$ cat src/rtl/vlc_pkg.sv
// Shared definitions for the VLC transmit/receive path: FSM states, framing
// constants, trailer field layout and the CRC-8 next-state function.
package vlc_pkg;

    typedef enum logic [2:0] {
        ST_IDLE     = 3'd0,
        ST_PREAMBLE = 3'd1,
        ST_HEADER   = 3'd2,
        ST_PAYLOAD  = 3'd3,
        ST_TRAILER  = 3'd4,
        ST_DROP     = 3'd5
    } vlc_state_t;

    localparam logic [31:0] DEF_PREAMBLE_WORD = 32'hAAAA_AAAA;
    localparam logic [7:0]  DEF_SFD           = 8'hD5;
    localparam logic [7:0]  DEF_EOF_MARK      = 8'h7E;
    localparam logic [7:0]  CRC8_POLY         = 8'h07;

    // Trailer layout: {mark[31:24], trunc[23], count[22:8], crc[7:0]}
    localparam int TRL_MARK_LSB  = 24;
    localparam int TRL_TRUNC_BIT = 23;
    localparam int TRL_COUNT_LSB = 8;
    localparam int TRL_COUNT_W   = 15;
    localparam int TRL_CRC_LSB   = 0;

    function automatic logic [7:0] crc8_byte(input logic [7:0] crc, input logic [7:0] data);
        logic [7:0] c;
        c = crc ^ data;
        for (int i = 0; i < 8; i++) begin
            if (c[7]) begin
                c = {c[6:0], 1'b0} ^ CRC8_POLY;
            end else begin
                c = {c[6:0], 1'b0};
            end
        end
        return c;
    endfunction

    function automatic logic [31:0] pack_trailer(input logic [7:0]  mark,
                                                 input logic        trunc,
                                                 input logic [14:0] count,
                                                 input logic [7:0]  crc);
        logic [31:0] w;
        w = 32'h0000_0000;
        w[TRL_MARK_LSB +: 8]            = mark;
        w[TRL_TRUNC_BIT]                = trunc;
        w[TRL_COUNT_LSB +: TRL_COUNT_W] = count;
        w[TRL_CRC_LSB +: 8]             = crc;
        return w;
    endfunction

endpackage

$ cat src/rtl/vlc_crc8.sv
// Byte-wide CRC-8 (poly 0x07, MSB first) next-state function, shared with the
// receiver so both ends agree on the checksum.
module vlc_crc8
    import vlc_pkg::*;
(
    input  logic [7:0] i_crc,
    input  logic [7:0] i_data,
    output logic [7:0] o_crc
);

    assign o_crc = crc8_byte(i_crc, i_data);

endmodule

$ cat src/rtl/vlc_frame_packer.sv
// Builds byte-stream payload frames into 32-bit FIFO words
// (preamble, header, payload, trailer) for the async TX FIFO.
module vlc_frame_packer
    import vlc_pkg::*;
#(
    parameter logic [31:0] PREAMBLE_WORD  = DEF_PREAMBLE_WORD,
    parameter int          PREAMBLE_WORDS = 2,
    parameter logic [7:0]  SFD            = DEF_SFD,
    parameter logic [7:0]  EOF_MARK       = DEF_EOF_MARK,
    parameter int          MAX_BYTES      = 1024
) (
    input  logic        aclk,
    input  logic        reset,
    input  logic [7:0]  s_data,
    input  logic        s_valid,
    input  logic        s_last,
    output logic        s_ready,
    output logic [31:0] wr_data,
    output logic        fifo_wr_en,
    input  logic        fifo_full,
    output logic        busy,
    output logic        frame_done
);

    localparam logic [3:0]  PRE_LAST = 4'(PREAMBLE_WORDS - 1);
    localparam logic [14:0] MAX_CNT  = 15'(MAX_BYTES);

    vlc_state_t  r_state;
    logic [31:0] r_word;
    logic        r_pending;
    logic [7:0]  r_seq;
    logic [7:0]  r_crc;
    logic [14:0] r_count;
    logic [1:0]  r_lane;
    logic [3:0]  r_pre_cnt;
    logic        r_trunc;
    logic        r_ended;

    vlc_state_t  w_state_nxt;
    logic [31:0] w_word_nxt;
    logic        w_pending_nxt;
    logic [7:0]  w_seq_nxt;
    logic [7:0]  w_crc_nxt;
    logic [14:0] w_count_nxt;
    logic [1:0]  w_lane_nxt;
    logic [3:0]  w_pre_cnt_nxt;
    logic        w_trunc_nxt;
    logic        w_ended_nxt;

    logic        w_write;
    logic [7:0]  w_crc_upd;
    logic [14:0] w_count_inc;
    logic        w_hit_max;

    vlc_crc8 u_crc8 (
        .i_crc  (r_crc),
        .i_data (s_data),
        .o_crc  (w_crc_upd)
    );

    assign w_write     = r_pending & ~fifo_full;
    assign w_count_inc = r_count + 15'd1;
    assign w_hit_max   = (w_count_inc == MAX_CNT);

    assign wr_data    = r_word;
    assign fifo_wr_en = w_write;
    assign busy       = (r_state != ST_IDLE);
    assign s_ready    = ((r_state == ST_PAYLOAD) & ~r_pending) | (r_state == ST_DROP);
    assign frame_done = (r_state == ST_TRAILER) & w_write;

    // Next-state and datapath update for the framing FSM
    always_comb begin
        w_state_nxt   = r_state;
        w_word_nxt    = r_word;
        w_pending_nxt = r_pending;
        w_seq_nxt     = r_seq;
        w_crc_nxt     = r_crc;
        w_count_nxt   = r_count;
        w_lane_nxt    = r_lane;
        w_pre_cnt_nxt = r_pre_cnt;
        w_trunc_nxt   = r_trunc;
        w_ended_nxt   = r_ended;

        case (r_state)
            ST_IDLE: begin
                if (s_valid) begin
                    w_word_nxt    = PREAMBLE_WORD;
                    w_pending_nxt = 1'b1;
                    w_pre_cnt_nxt = 4'd0;
                    w_state_nxt   = ST_PREAMBLE;
                end else begin
                    w_state_nxt   = ST_IDLE;
                end
            end

            ST_PREAMBLE: begin
                if (w_write) begin
                    if (r_pre_cnt == PRE_LAST) begin
                        w_word_nxt  = {SFD, r_seq, 16'h0000};
                        w_state_nxt = ST_HEADER;
                    end else begin
                        w_pre_cnt_nxt = r_pre_cnt + 4'd1;
                    end
                end else begin
                    w_state_nxt = ST_PREAMBLE;
                end
            end

            ST_HEADER: begin
                if (w_write) begin
                    w_pending_nxt = 1'b0;
                    w_word_nxt    = 32'h0000_0000;
                    w_lane_nxt    = 2'd0;
                    w_state_nxt   = ST_PAYLOAD;
                end else begin
                    w_state_nxt   = ST_HEADER;
                end
            end

            ST_PAYLOAD: begin
                if (r_pending) begin
                    if (w_write && r_ended) begin
                        // count and crc are final once the last byte was taken
                        w_word_nxt  = pack_trailer(EOF_MARK, r_trunc, r_count, r_crc);
                        w_state_nxt = ST_TRAILER;
                    end else if (w_write) begin
                        w_pending_nxt = 1'b0;
                        w_word_nxt    = 32'h0000_0000;
                        w_lane_nxt    = 2'd0;
                    end else begin
                        w_pending_nxt = 1'b1;
                    end
                end else if (s_valid) begin
                    case (r_lane)
                        2'd0:    w_word_nxt[31:24] = s_data;
                        2'd1:    w_word_nxt[23:16] = s_data;
                        2'd2:    w_word_nxt[15:8]  = s_data;
                        default: w_word_nxt[7:0]   = s_data;
                    endcase
                    w_lane_nxt  = r_lane + 2'd1;
                    w_crc_nxt   = w_crc_upd;
                    w_count_nxt = w_count_inc;
                    if ((r_lane == 2'd3) || s_last || w_hit_max) begin
                        w_pending_nxt = 1'b1;
                        w_ended_nxt   = s_last | w_hit_max;
                        w_trunc_nxt   = w_hit_max & ~s_last;
                    end else begin
                        w_pending_nxt = 1'b0;
                    end
                end else begin
                    w_state_nxt = ST_PAYLOAD;
                end
            end

            ST_TRAILER: begin
                if (w_write) begin
                    w_pending_nxt = 1'b0;
                    w_seq_nxt     = r_seq + 8'd1;
                    w_crc_nxt     = 8'h00;
                    w_count_nxt   = 15'd0;
                    w_lane_nxt    = 2'd0;
                    w_trunc_nxt   = 1'b0;
                    w_ended_nxt   = 1'b0;
                    w_state_nxt   = r_trunc ? ST_DROP : ST_IDLE;
                end else begin
                    w_state_nxt   = ST_TRAILER;
                end
            end

            ST_DROP: begin
                if (s_valid && s_last) begin
                    w_state_nxt = ST_IDLE;
                end else begin
                    w_state_nxt = ST_DROP;
                end
            end

            default: begin
                w_state_nxt   = ST_IDLE;
                w_pending_nxt = 1'b0;
            end
        endcase
    end

    // State and datapath registers
    always_ff @(posedge aclk or posedge reset) begin
        if (reset) begin
            r_state   <= ST_IDLE;
            r_word    <= 32'h0000_0000;
            r_pending <= 1'b0;
            r_seq     <= 8'h00;
            r_crc     <= 8'h00;
            r_count   <= 15'd0;
            r_lane    <= 2'd0;
            r_pre_cnt <= 4'd0;
            r_trunc   <= 1'b0;
            r_ended   <= 1'b0;
        end else begin
            r_state   <= w_state_nxt;
            r_word    <= w_word_nxt;
            r_pending <= w_pending_nxt;
            r_seq     <= w_seq_nxt;
            r_crc     <= w_crc_nxt;
            r_count   <= w_count_nxt;
            r_lane    <= w_lane_nxt;
            r_pre_cnt <= w_pre_cnt_nxt;
            r_trunc   <= w_trunc_nxt;
            r_ended   <= w_ended_nxt;
        end
    end

endmodule

$ cat config.mk
export PLATFORM = sky130hd
export DESIGN_NAME = vlc_frame_packer
export DESIGN_NICKNAME = d
export VERILOG_FILES = /design/src/rtl/vlc_pkg.sv /design/src/rtl/vlc_crc8.sv /design/src/rtl/vlc_frame_packer.sv
export SDC_FILE = /design/constraint.sdc
export NUM_CORES = 1
export LEC_CHECK = 0
export ABC_AREA = 1
export CORE_MARGIN = 2
export CORE_UTILIZATION = 39
export DETAILED_ROUTE_END_ITERATION = 12
export PLACE_DENSITY = 0.65
export SETUP_SLACK_MARGIN = 0.05
export SLEW_MARGIN = 15
export SYNTH_ARGS = -nofsm -noshare
export SYNTH_HDL_FRONTEND = slang
export SYNTH_SLANG_ARGS = --single-unit
$ cat constraint.sdc
create_clock -name aclk -period 4.34 [get_ports aclk]
set_input_delay 0.434 -clock aclk [delete_from_list [all_inputs] [get_ports aclk]]
set_output_delay 0.434 -clock aclk [all_outputs]
set_load 0.02 [all_outputs]
Word-level counts from Yosys, hierarchy flattened. Index checks and enable logic that the tools add are counted. Widths: inputs -> output; s select.

Reductions and logical operators: 25. Eq/ne operators: 28. Muxes and demuxes: 64. Bitwise operators: 19. Add/sub/neg operators: 4.

Operator list (number): $mux 32 (7); $pmux 32 s4 (1); $mux 8 (7); $mux 3 (16); $mux 15 (3); $pmux 15 s2 (1); $not 3->3 (8); $reduce_and 6->1 (4); $pmux 3 s6 (1); $pmux 8 s2 (1); $add 15x1->15 const B (1); $eq 15x11->1 const B (1); $mux 1 (15); $ne 3x3->1 const B (5); $ne 2x2->1 const B (7); $mux 4 (3); $ne 3x2->1 const B (4); $reduce_and 3->1 (3); $add 8x1->8 const B (1); $mux 2 (4); $pmux 4 s2 (1); $reduce_and 4->1 (2); $xor 8x8->8 (1); $eq 3x2->1 const B (2); other kinds (25) (41).

Input bits: 13. Logic and storage cells: 153. Flip-flop bits (word level): 75. Output and inout bits: 36.

Logic depth before layout (Yosys ltp). Gate-level depths: netlist (run 1).

Word-level depth: 20. Gate-level depth with buffers: 14.

Hierarchy. From an unflattened synthesis (run 1), not the netlist that was laid out.

Cell total of the unflattened synthesis: 630. Area total of the unflattened synthesis: 4614.4 um^2.

By module, submodules not included: vlc_frame_packer (cells each 550, sequential area each 1876.8 um^2, area an instance 4231.6 um^2, times used 1); vlc_crc8 (cells each 80, sequential area each 0.0 um^2, area an instance 382.9 um^2, times used 1).

Worst setup path before layout (run 1). No wires, ideal clock.

Path kind: register to register. From: reg r_count[0]. To: reg r_ended. Arrival: 1675 ps. Period minus slack after synthesis: 1792 ps. Stages on the path, launching flop included: 15. Setup time: 117 ps. Path buffers: 0. Slack: 2548 ps. Required time: 4223 ps. Cell sequence: dfrtp_1 -> ha_1 -> nand2_1 -> nor2_2 -> nand2_1 -> nand2_1 -> nand2_1 -> nor2_1 -> nand2_1 -> nor2_1 -> nand3_1 -> nand3_1 -> nand3_1 -> nand2_1 -> nand2_1.

Longest elaborated chain between the ends: 7.

Ends and longest elaborated chain: start: declaration (RTL line vlc_frame_packer.sv:33) `logic [14:0] r_count;`; start signal: assignment (RTL line vlc_frame_packer.sv:204) `r_count <= w_count_nxt;`; $add 15x1->15 * (RTL line vlc_frame_packer.sv:62) `assign w_count_inc = r_count + 15'd1;`; $eq 15x11->1 * (RTL line vlc_frame_packer.sv:63) `assign w_hit_max = (w_count_inc == MAX_CNT);`; $or 1x1->1 (RTL line vlc_frame_packer.sv:145) `w_ended_nxt = s_last | w_hit_max;`; $mux 1 (RTL line vlc_frame_packer.sv:143) `if ((r_lane == 2'd3) || s_last || w_hit_max) begin`; $mux 1 (RTL line vlc_frame_packer.sv:133) `end else if (s_valid) begin`; $mux 1 (RTL line vlc_frame_packer.sv:121) `if (r_pending) begin`; $pmux 1 s2 (RTL line vlc_frame_packer.sv:84) `case (r_state)`; end signal: assignment (RTL line vlc_frame_packer.sv:208) `r_ended <= w_ended_nxt;`; end: declaration (RTL line vlc_frame_packer.sv:37) `logic r_ended;`.

Every way passes the cells marked *; elsewhere a longest branch is shown, timed or not. The select of a mux whose other input is x is not followed. A chain may end at the register's enable or synchronous reset.

Final worst setup path (run 1).
From: reg r_pending. To: out frame_done.

Longest elaborated chain between the ends: 2.

Ends and longest elaborated chain: start: declaration (RTL line vlc_frame_packer.sv:30) `logic r_pending;`; start signal: assignment (RTL line vlc_frame_packer.sv:201) `r_pending <= w_pending_nxt;`; $and 1x1->1 (RTL line vlc_frame_packer.sv:61) `assign w_write = r_pending & ~fifo_full;`; $and 1x1->1 (RTL line vlc_frame_packer.sv:69) `assign frame_done = (r_state == ST_TRAILER) & w_write;`; end: declaration (RTL line vlc_frame_packer.sv:22) `output logic frame_done`.

No other way between the ends.

==> metrics.txt, run 1 <==
# TYPE chip_impl_metric gauge
chip_impl_info{name="run_status",value="finished clean"} 1
chip_impl_metric{name="hold_violations",unit=""} 0
chip_impl_metric{name="finalSetupViolCount",unit=""} 0
chip_impl_metric{name="grt_usage",unit="%"} 22.0
chip_impl_metric{name="antenna_violations_before_repair",unit=""} 0
chip_impl_metric{name="place.port_buffers",unit=""} 48
chip_impl_metric{name="yosysWarningCount",unit=""} 0
chip_impl_metric{name="yosys_register_bits",unit=""} 75
chip_impl_metric{name="power_frac_seq",unit="%"} 27.3
chip_impl_metric{name="timing_max_transition_violations_final",unit=""} 0
chip_impl_metric{name="synth.yosys.seq_area_share",unit="%"} 41.5
chip_impl_metric{name="worst_path_setup_slack_after_routing",unit="ns"} 1.20
chip_impl_info{name="cp_cell_sequence",value="inv_2 -> nor2_4 -> inv_2 -> nor2_4 -> clkdlybuf4s50_1"} 1
chip_impl_metric{name="postRouteWirelength",unit="um"} 13300
chip_impl_metric{name="fmaxAchievable",unit="MHz"} 318
chip_impl_metric{name="vias_per_cell",unit=""} 5.60
chip_impl_info{name="startpoint_type",value="register"} 1
chip_impl_metric{name="design.final.nets",unit=""} 651
chip_impl_metric{name="final.setup.tns",unit="ns"} 0
chip_impl_metric{name="vdd_drop_max",unit="mV"} 0.466
chip_impl_metric{name="vias",unit=""} 4354
chip_impl_metric{name="top_level_ports",unit=""} 49
chip_impl_metric{name="die_height",unit="um"} 112
chip_impl_info{name="crit_path_end_kind",value="primary output"} 1
chip_impl_info{name="clock_tree_from_tritoncts",value="built"} 1
chip_impl_metric{name="initial_core_util",unit="%"} 39.8
chip_impl_metric{name="finalCriticalPeriod",unit="ns"} 3.14
chip_impl_info{name="rsz0062_at_grt",value="false"} 1
chip_impl_metric{name="total_power",unit="mW"} 4.73
chip_impl_metric{name="antennaDiodeCount",unit=""} 0
chip_impl_metric{name="cellInternalPower",unit="mW"} 2.45
chip_impl_metric{name="slew_headroom",unit="%"} 44.9
chip_impl_metric{name="synthesis.area_per_instance",unit="sq um"} 7.78
chip_impl_metric{name="clock-sinks",unit=""} 75
chip_impl_metric{name="drt_pre_antenna_iters",unit=""} 7
chip_impl_metric{name="synth_edf_count",unit=""} 0
chip_impl_info{name="yosys.area.top_type",value="dfrtp_1"} 1
chip_impl_metric{name="ctsHoldBuffers",unit=""} 0
chip_impl_metric{name="switching_power",unit="mW"} 2.28
chip_impl_metric{name="max_cap_violations",unit=""} 0
chip_impl_metric{name="die_area",unit="sq um"} 12500
chip_impl_metric{name="fin_hold_ws",unit="ns"} 0.456
chip_impl_metric{name="routabilityCongestion",unit=""} 0.954
chip_impl_metric{name="worst-endpoint-arrival",unit="ns"} 2.71
chip_impl_metric{name="dpl.cell_count",unit=""} 762
chip_impl_metric{name="clkSlewWorstSetupHoldPaths",unit="ns"} 0.06
chip_impl_metric{name="grt_start_max_net_pins",unit=""} 31
chip_impl_metric{name="post-cts-setup-buffers",unit=""} 0
chip_impl_metric{name="drt_iter0_markers",unit=""} 357
chip_impl_metric{name="core",unit="sq um"} 11400
chip_impl_metric{name="clock_power_share",unit="%"} 17.5
chip_impl_metric{name="routedWlPerCell",unit="um"} 17.1
chip_impl_metric{name="overflow",unit=""} 0
chip_impl_metric{name="area_growth",unit="%"} 20.8
chip_impl_info{name="critPathKind",value="register to primary output"} 1
chip_impl_metric{name="critPathMaxFanout",unit=""} 23
chip_impl_metric{name="die-width",unit="um"} 112
chip_impl_metric{name="syn-instance-count",unit=""} 582
chip_impl_metric{name="number_of_distinct_library_cells_after_synthesis",unit=""} 42
chip_impl_info{name="cts_root_buf",value="clkbuf_16"} 1
chip_impl_info{name="critical_path.slowest_cell",value="dfrtp_1"} 1
chip_impl_metric{name="power.static_leakage",unit="nW"} 2.45
chip_impl_metric{name="place_worst_setup_slack",unit="ns"} 1.61
chip_impl_info{name="hold_class",value="input pin to async pin"} 1
chip_impl_metric{name="clk-insertion-delay-late",unit="ns"} 0.34
chip_impl_metric{name="power_switching_share",unit="%"} 48.2
chip_impl_metric{name="synthesis.nets",unit=""} 603
chip_impl_info{name="yosys_most_used_dff",value="dfrtp_1"} 1
chip_impl_metric{name="postLayoutCellArea",unit="sq um"} 5470
chip_impl_metric{name="min_period_over_period",unit="%"} 72.4
chip_impl_metric{name="critPathRequiredTime",unit="ns"} 3.91
chip_impl_metric{name="final_core_utilization",unit="%"} 48.1
chip_impl_metric{name="tritoncts.num_buffers",unit=""} 9
chip_impl_metric{name="placed_area",unit="sq um"} 5140
chip_impl_metric{name="mappedNetlistArea",unit="sq um"} 4530
chip_impl_metric{name="synth-async-reset-ratio",unit="%"} 100
chip_impl_metric{name="power_frac_comb",unit="%"} 55.2
chip_impl_metric{name="critical-path-max-stage-delay",unit="ns"} 0.67
chip_impl_metric{name="detailed_place_hpwl",unit="um"} 10200
chip_impl_metric{name="grt_pass1_wl",unit="um"} 21800
chip_impl_metric{name="htree_num_levels",unit=""} 3
chip_impl_metric{name="vias_in_the_first_global_route",unit=""} 4232
chip_impl_info{name="synth.top_cells.by_area",value="dfrtp_1, nand2_1, inv_1, nor2_1, o21ai_0"} 1
chip_impl_metric{name="timing.clock.skew",unit="ns"} 0.00517
chip_impl_metric{name="worst_case_clock_buffer_depth",unit=""} 2
chip_impl_metric{name="worst_pin_slew",unit="ns"} 0.824
chip_impl_metric{name="cts_repair_resize_count",unit=""} 0
chip_impl_metric{name="synth_top_area_share",unit="%"} 41.5
chip_impl_metric{name="power-per-cell-area",unit="nW/um^2"} 866
chip_impl_metric{name="floorplan.rows",unit=""} 39
chip_impl_metric{name="detail_route.drc_violations",unit=""} 0
chip_impl_metric{name="antenna_left",unit=""} 0
chip_impl_info{name="crit_family",value="buffers and inverters"} 1
chip_impl_metric{name="instances_no_fill",unit=""} 778
chip_impl_metric{name="path_buf_inv",unit=""} 3
chip_impl_metric{name="fraction_of_final_layout_cells_with_drive_strength_greater_than_1",unit="%"} 8.50
==> registers in the layout, indices dropped and copies added (netlist names) <==
register	flops
wr_data	32
r_count	15
r_crc	8
r_seq	8
r_pre_cnt	4
r_state	3
r_lane	2
r_ended	1
r_pending	1
r_trunc	1
==> kinds of logic (layout without fill, tap and decap cells) <==
kind of cell    after synthesis  in the layout  share of synthesized area, %
flops                        75             75                          41.5
xor+xnor                     30             30                          5.81
buf+inv                      89            142                          7.77
compound gates              142            142                          19.7
simple gates                238            238                          23.0
fa+ha+maj                     8              8                          2.21
==> cells in the final DEF (no fill, tap or decap), types with 4 or more instances in the layout <==
master,synthesis,layout
inv_2,15,16
o2111ai_1,4,4
o211ai_1,12,12
o21ai_1,5,5
xnor2_1,13,13
nand4_1,6,6
xor2_1,17,17
nor2_1,55,55
o21ai_0,34,34
clkbuf_16,0,9
clkdlybuf4s50_1,0,48
a211oi_1,5,5
a22o_1,6,6
a31oi_1,9,9
o22ai_1,22,22
nor2_2,6,6
ha_1,8,8
a21oi_1,25,25
nand2_1,127,127
o21a_1,5,5
nand3_1,30,30
inv_1,60,59
dfrtp_1,75,75
nor2_4,4,4
==> metal layers <==
layer,vias up,share of wire [%],track usage (%)
met5,-,0,0
met4,0,2.8,8.15
met3,27,6.7,5.01
met2,177,47,35.4
met1,2094,44,29.3
li1,2056,-,-
==> final timing paths <==
| kind | from | endpoint | slack, ns | cells after the start |
|---|---|---|---|---|
| worst max register to register | r_pending | wr_data[2] | 1.64 | 10 |
| max in group asynchronous | reset | r_crc[0] | 3.10 | 3 |
| min in group aclk | r_ended | r_ended | 0.48 | 2 |
| worst min register to register | r_ended | r_ended | 0.48 | 2 |
| worst min-delay path | reset | wr_data[22] | 0.46 | 2 |
| worst max-delay path | r_pending | frame_done | 1.20 | 5 |
==> power groups by stage <==
stage / combinational, mW / sequential, mW / clock, mW
after floorplan: 1.69 / 1.35 / 0
after global placement: 2.52 / 1.28 / 0
after detailed placement: 2.58 / 1.29 / 0
after CTS: 2.59 / 1.28 / 0.836
after global routing: 2.86 / 1.33 / 0.864
final: 2.61 / 1.29 / 0.827
==> cells in the mapped netlist (all sizes together) (4+ instances only) <==
cell type,instances
a31oi,9
xnor2,13
buf,7
o22ai,22
a22o,6
xor2,17
o211ai,12
dfrtp,75
inv,75
nor2,65
clkbuf,7
ha,8
a21oi,25
nand2,131
o21ai,41
nand3,30
o21a,5
nand4,7
o2111ai,4
a211oi,5
==> area by class of cell <==
type	instances	area, sq um
multi-input cells	418	2300
clock inverters	4	72.6
fillers	1100	5900
well taps	143	179
inverters	75	282
repair buffers	51	503
flip-flops and latches	75	1880
clock buffers	12	256
==> worst register-to-register path, cell delays in order (launching register included) <==
cell and delay, ns:
dfrtp_1 0.67, inv_2 0.32, nor2_4 0.22, inv_2 0.20, nand2_2 0.15, nand2_2 0.07
inv_2 0.08, nand3_1 0.15, nor3_2 0.47, o2111ai_1 0.23, nand2_1 0.10
No activity file was read; power rests on OpenSTA's default activity.
==> inputs of run 2 (changes only) <==
PLACE_DENSITY = 0.67   (was 0.65)
clock period = 2.6 ns   (was 4.34 ns; I/O delays follow)
==> metrics.txt, run 2 (same netlist as run 1, synthesis figures left out) <==
# TYPE chip_impl_metric gauge
chip_impl_metric{name="ctsHoldBuffers",unit=""} 0
chip_impl_info{name="layout.cells.most_common",value="nand2_1"} 1
chip_impl_metric{name="detailed_place_hpwl",unit="um"} 10100
chip_impl_metric{name="die_area",unit="sq um"} 12500
chip_impl_metric{name="routabilityCongestion",unit=""} 0.940
chip_impl_metric{name="grt_usage",unit="%"} 22.3
chip_impl_metric{name="die-width",unit="um"} 112
chip_impl_metric{name="largest_register_ffs",unit=""} 32
chip_impl_metric{name="place.port_buffers",unit=""} 48
chip_impl_metric{name="final.setup.tns",unit="ns"} 0
chip_impl_info{name="critical_path.slowest_cell",value="clkdlybuf4s50_1"} 1
chip_impl_metric{name="number_of_fill_cells_in_the_layout",unit=""} 1134
chip_impl_metric{name="timing.clock.skew",unit="ns"} 0.00564
chip_impl_metric{name="clock-sinks",unit=""} 75
chip_impl_metric{name="vias_per_cell",unit=""} 5.56
chip_impl_metric{name="power-per-cell-area",unit="nW/um^2"} 1440
chip_impl_info{name="hold_class",value="input pin to async pin"} 1
chip_impl_metric{name="cts_repair_resize_count",unit=""} 0
chip_impl_info{name="crit_family",value="buffers and inverters"} 1
chip_impl_metric{name="antenna_left",unit=""} 0
chip_impl_metric{name="hold_violations",unit=""} 0
chip_impl_metric{name="worst_path_setup_slack_after_routing",unit="ns"} 0.202
chip_impl_metric{name="critical-path-max-stage-delay",unit="ns"} 0.60
chip_impl_metric{name="clkSlewWorstSetupHoldPaths",unit="ns"} 0.06
chip_impl_metric{name="vias",unit=""} 4372
chip_impl_metric{name="postLayoutCellArea",unit="sq um"} 5540
chip_impl_metric{name="critPathRequiredTime",unit="ns"} 2.34
chip_impl_info{name="cts_root_buf",value="clkbuf_16"} 1
chip_impl_metric{name="worst_case_clock_buffer_depth",unit=""} 2
chip_impl_metric{name="routedWlPerCell",unit="um"} 17.4
chip_impl_info{name="layout.cells.most_common_list",value="nand2_1, dfrtp_1, inv_1"} 1
chip_impl_metric{name="min_period_over_period",unit="%"} 92.2
chip_impl_info{name="most_used_cell_cp",value="inv_2"} 1
chip_impl_metric{name="grt_pass1_wl",unit="um"} 22100
chip_impl_metric{name="worst_pin_slew",unit="ns"} 0.979
chip_impl_metric{name="vdd_drop_max",unit="mV"} 0.716
chip_impl_info{name="startpoint_type",value="register"} 1
chip_impl_metric{name="path_buf_inv",unit=""} 4
chip_impl_metric{name="placed_area",unit="sq um"} 5220
chip_impl_metric{name="place_worst_setup_slack",unit="ns"} 0.138
chip_impl_metric{name="worst-endpoint-arrival",unit="ns"} 2.14
chip_impl_metric{name="final_core_utilization",unit="%"} 48.7
chip_impl_metric{name="area_growth",unit="%"} 22.3
chip_impl_metric{name="htree_num_levels",unit=""} 3
chip_impl_info{name="critPathKind",value="register to primary output"} 1
chip_impl_metric{name="fmaxAchievable",unit="MHz"} 417
chip_impl_metric{name="clk-insertion-delay-late",unit="ns"} 0.34
chip_impl_metric{name="finalSetupViolCount",unit=""} 0
chip_impl_metric{name="finalCriticalPeriod",unit="ns"} 2.40
chip_impl_metric{name="postRouteWirelength",unit="um"} 13700
chip_impl_metric{name="critPathMaxFanout",unit=""} 9
chip_impl_metric{name="tritoncts.num_buffers",unit=""} 9
chip_impl_info{name="rsz0062_at_grt",value="false"} 1
chip_impl_metric{name="design.final.nets",unit=""} 660
chip_impl_metric{name="antenna_violations_before_repair",unit=""} 0
chip_impl_info{name="run_status",value="finished clean"} 1
chip_impl_metric{name="drt_iter0_markers",unit=""} 482
chip_impl_metric{name="grt_start_max_net_pins",unit=""} 76
chip_impl_info{name="crit_path_end_kind",value="primary output"} 1
chip_impl_metric{name="core",unit="sq um"} 11400
chip_impl_metric{name="slew_headroom",unit="%"} 34.1
chip_impl_metric{name="detail_route.drc_violations",unit=""} 0
chip_impl_info{name="cp_cell_sequence",value="inv_2 -> nand2_2 -> inv_2 -> nand2_4 -> nor2_4 -> inv_2 -> nand2_1 -> clkdlybuf4s50_1"} 1
chip_impl_metric{name="overflow",unit=""} 0
chip_impl_metric{name="floorplan.rows",unit=""} 39
chip_impl_metric{name="max_cap_violations",unit=""} 0
chip_impl_info{name="clock_tree_from_tritoncts",value="built"} 1
chip_impl_metric{name="timing_max_transition_violations_final",unit=""} 0
chip_impl_metric{name="antennaDiodeCount",unit=""} 0
chip_impl_metric{name="fin_hold_ws",unit="ns"} 0.313
chip_impl_metric{name="drt_pre_antenna_iters",unit=""} 5
chip_impl_metric{name="post-cts-setup-buffers",unit=""} 0
chip_impl_metric{name="fraction_of_final_layout_cells_with_drive_strength_greater_than_1",unit="%"} 9.78
chip_impl_metric{name="die_height",unit="um"} 112
chip_impl_metric{name="initial_core_util",unit="%"} 39.8
chip_impl_metric{name="power.static_leakage",unit="nW"} 2.49
chip_impl_metric{name="top_level_ports",unit=""} 49
chip_impl_metric{name="vias_in_the_first_global_route",unit=""} 4246
[run 2: final timing paths]
path,from,end,slack [ns],cells past startpoint
max,r_state[2],s_ready,0.20,8
min,reset,wr_data[20],0.31,3
max reg2reg,r_pending,wr_data[19],0.22,10
min reg2reg,r_seq[7],r_seq[7],0.49,1
max in group asynchronous,reset,r_count[7],1.94,3
min in group aclk,r_seq[7],r_seq[7],0.49,1
[run 2: metal layers]
| metal | vias up | global-route usage, % | share of wire [%] |
|---|---|---|---|
| li1 | 2074 | - | - |
| met1 | 2103 | 31.0 | 45 |
| met2 | 166 | 34.8 | 46 |
| met3 | 29 | 3.38 | 6.1 |
| met4 | 0 | 9.05 | 2.9 |
| met5 | - | 0 | 0 |
[run 2: final cells by class]
| cell class | instances | area (sq um) | share of cell area (%) |
|---|---|---|---|
| clock buffers | 10 | 229 | 4.14 |
| clock inverters | 6 | 88.8 | 1.60 |
| inverters | 75 | 282 | 5.09 |
| multi-input cells | 418 | 2300 | 41.5 |
| flip-flops and latches | 75 | 1880 | 33.9 |
| well taps | 143 | 179 | 3.23 |
| repair buffers | 60 | 583 | 10.5 |
[run 2: worst reg2reg max path: cells and delay by family, from the launching register on]
family	cells	cell delay, ns
AOI/OAI and AO/OA	4	0.58
DFF	1	0.56
buffers and inverters	2	0.20
and+or+nand+nor	4	0.95
[run 2: stage by stage]
| step | total power, mW | std cells |
|---|---|---|
| after floorplan | 5.08 | 582 |
| after global placement | 6.48 | 771 |
| after detailed placement | 6.54 | 771 |
| after CTS | 7.93 | 787 |
| after global routing | 8.52 | 787 |
| final | 7.99 | 787 |
[run 2: power breakdown]
part | total (mW) | internal, mW | switching (mW)
logic | 4.50 | 1.61 | 2.89
registers | 2.14 | 1.65 | 0.483
clock network | 1.35 | 0.843 | 0.512
total | 7.99 | 4.11 | 3.88
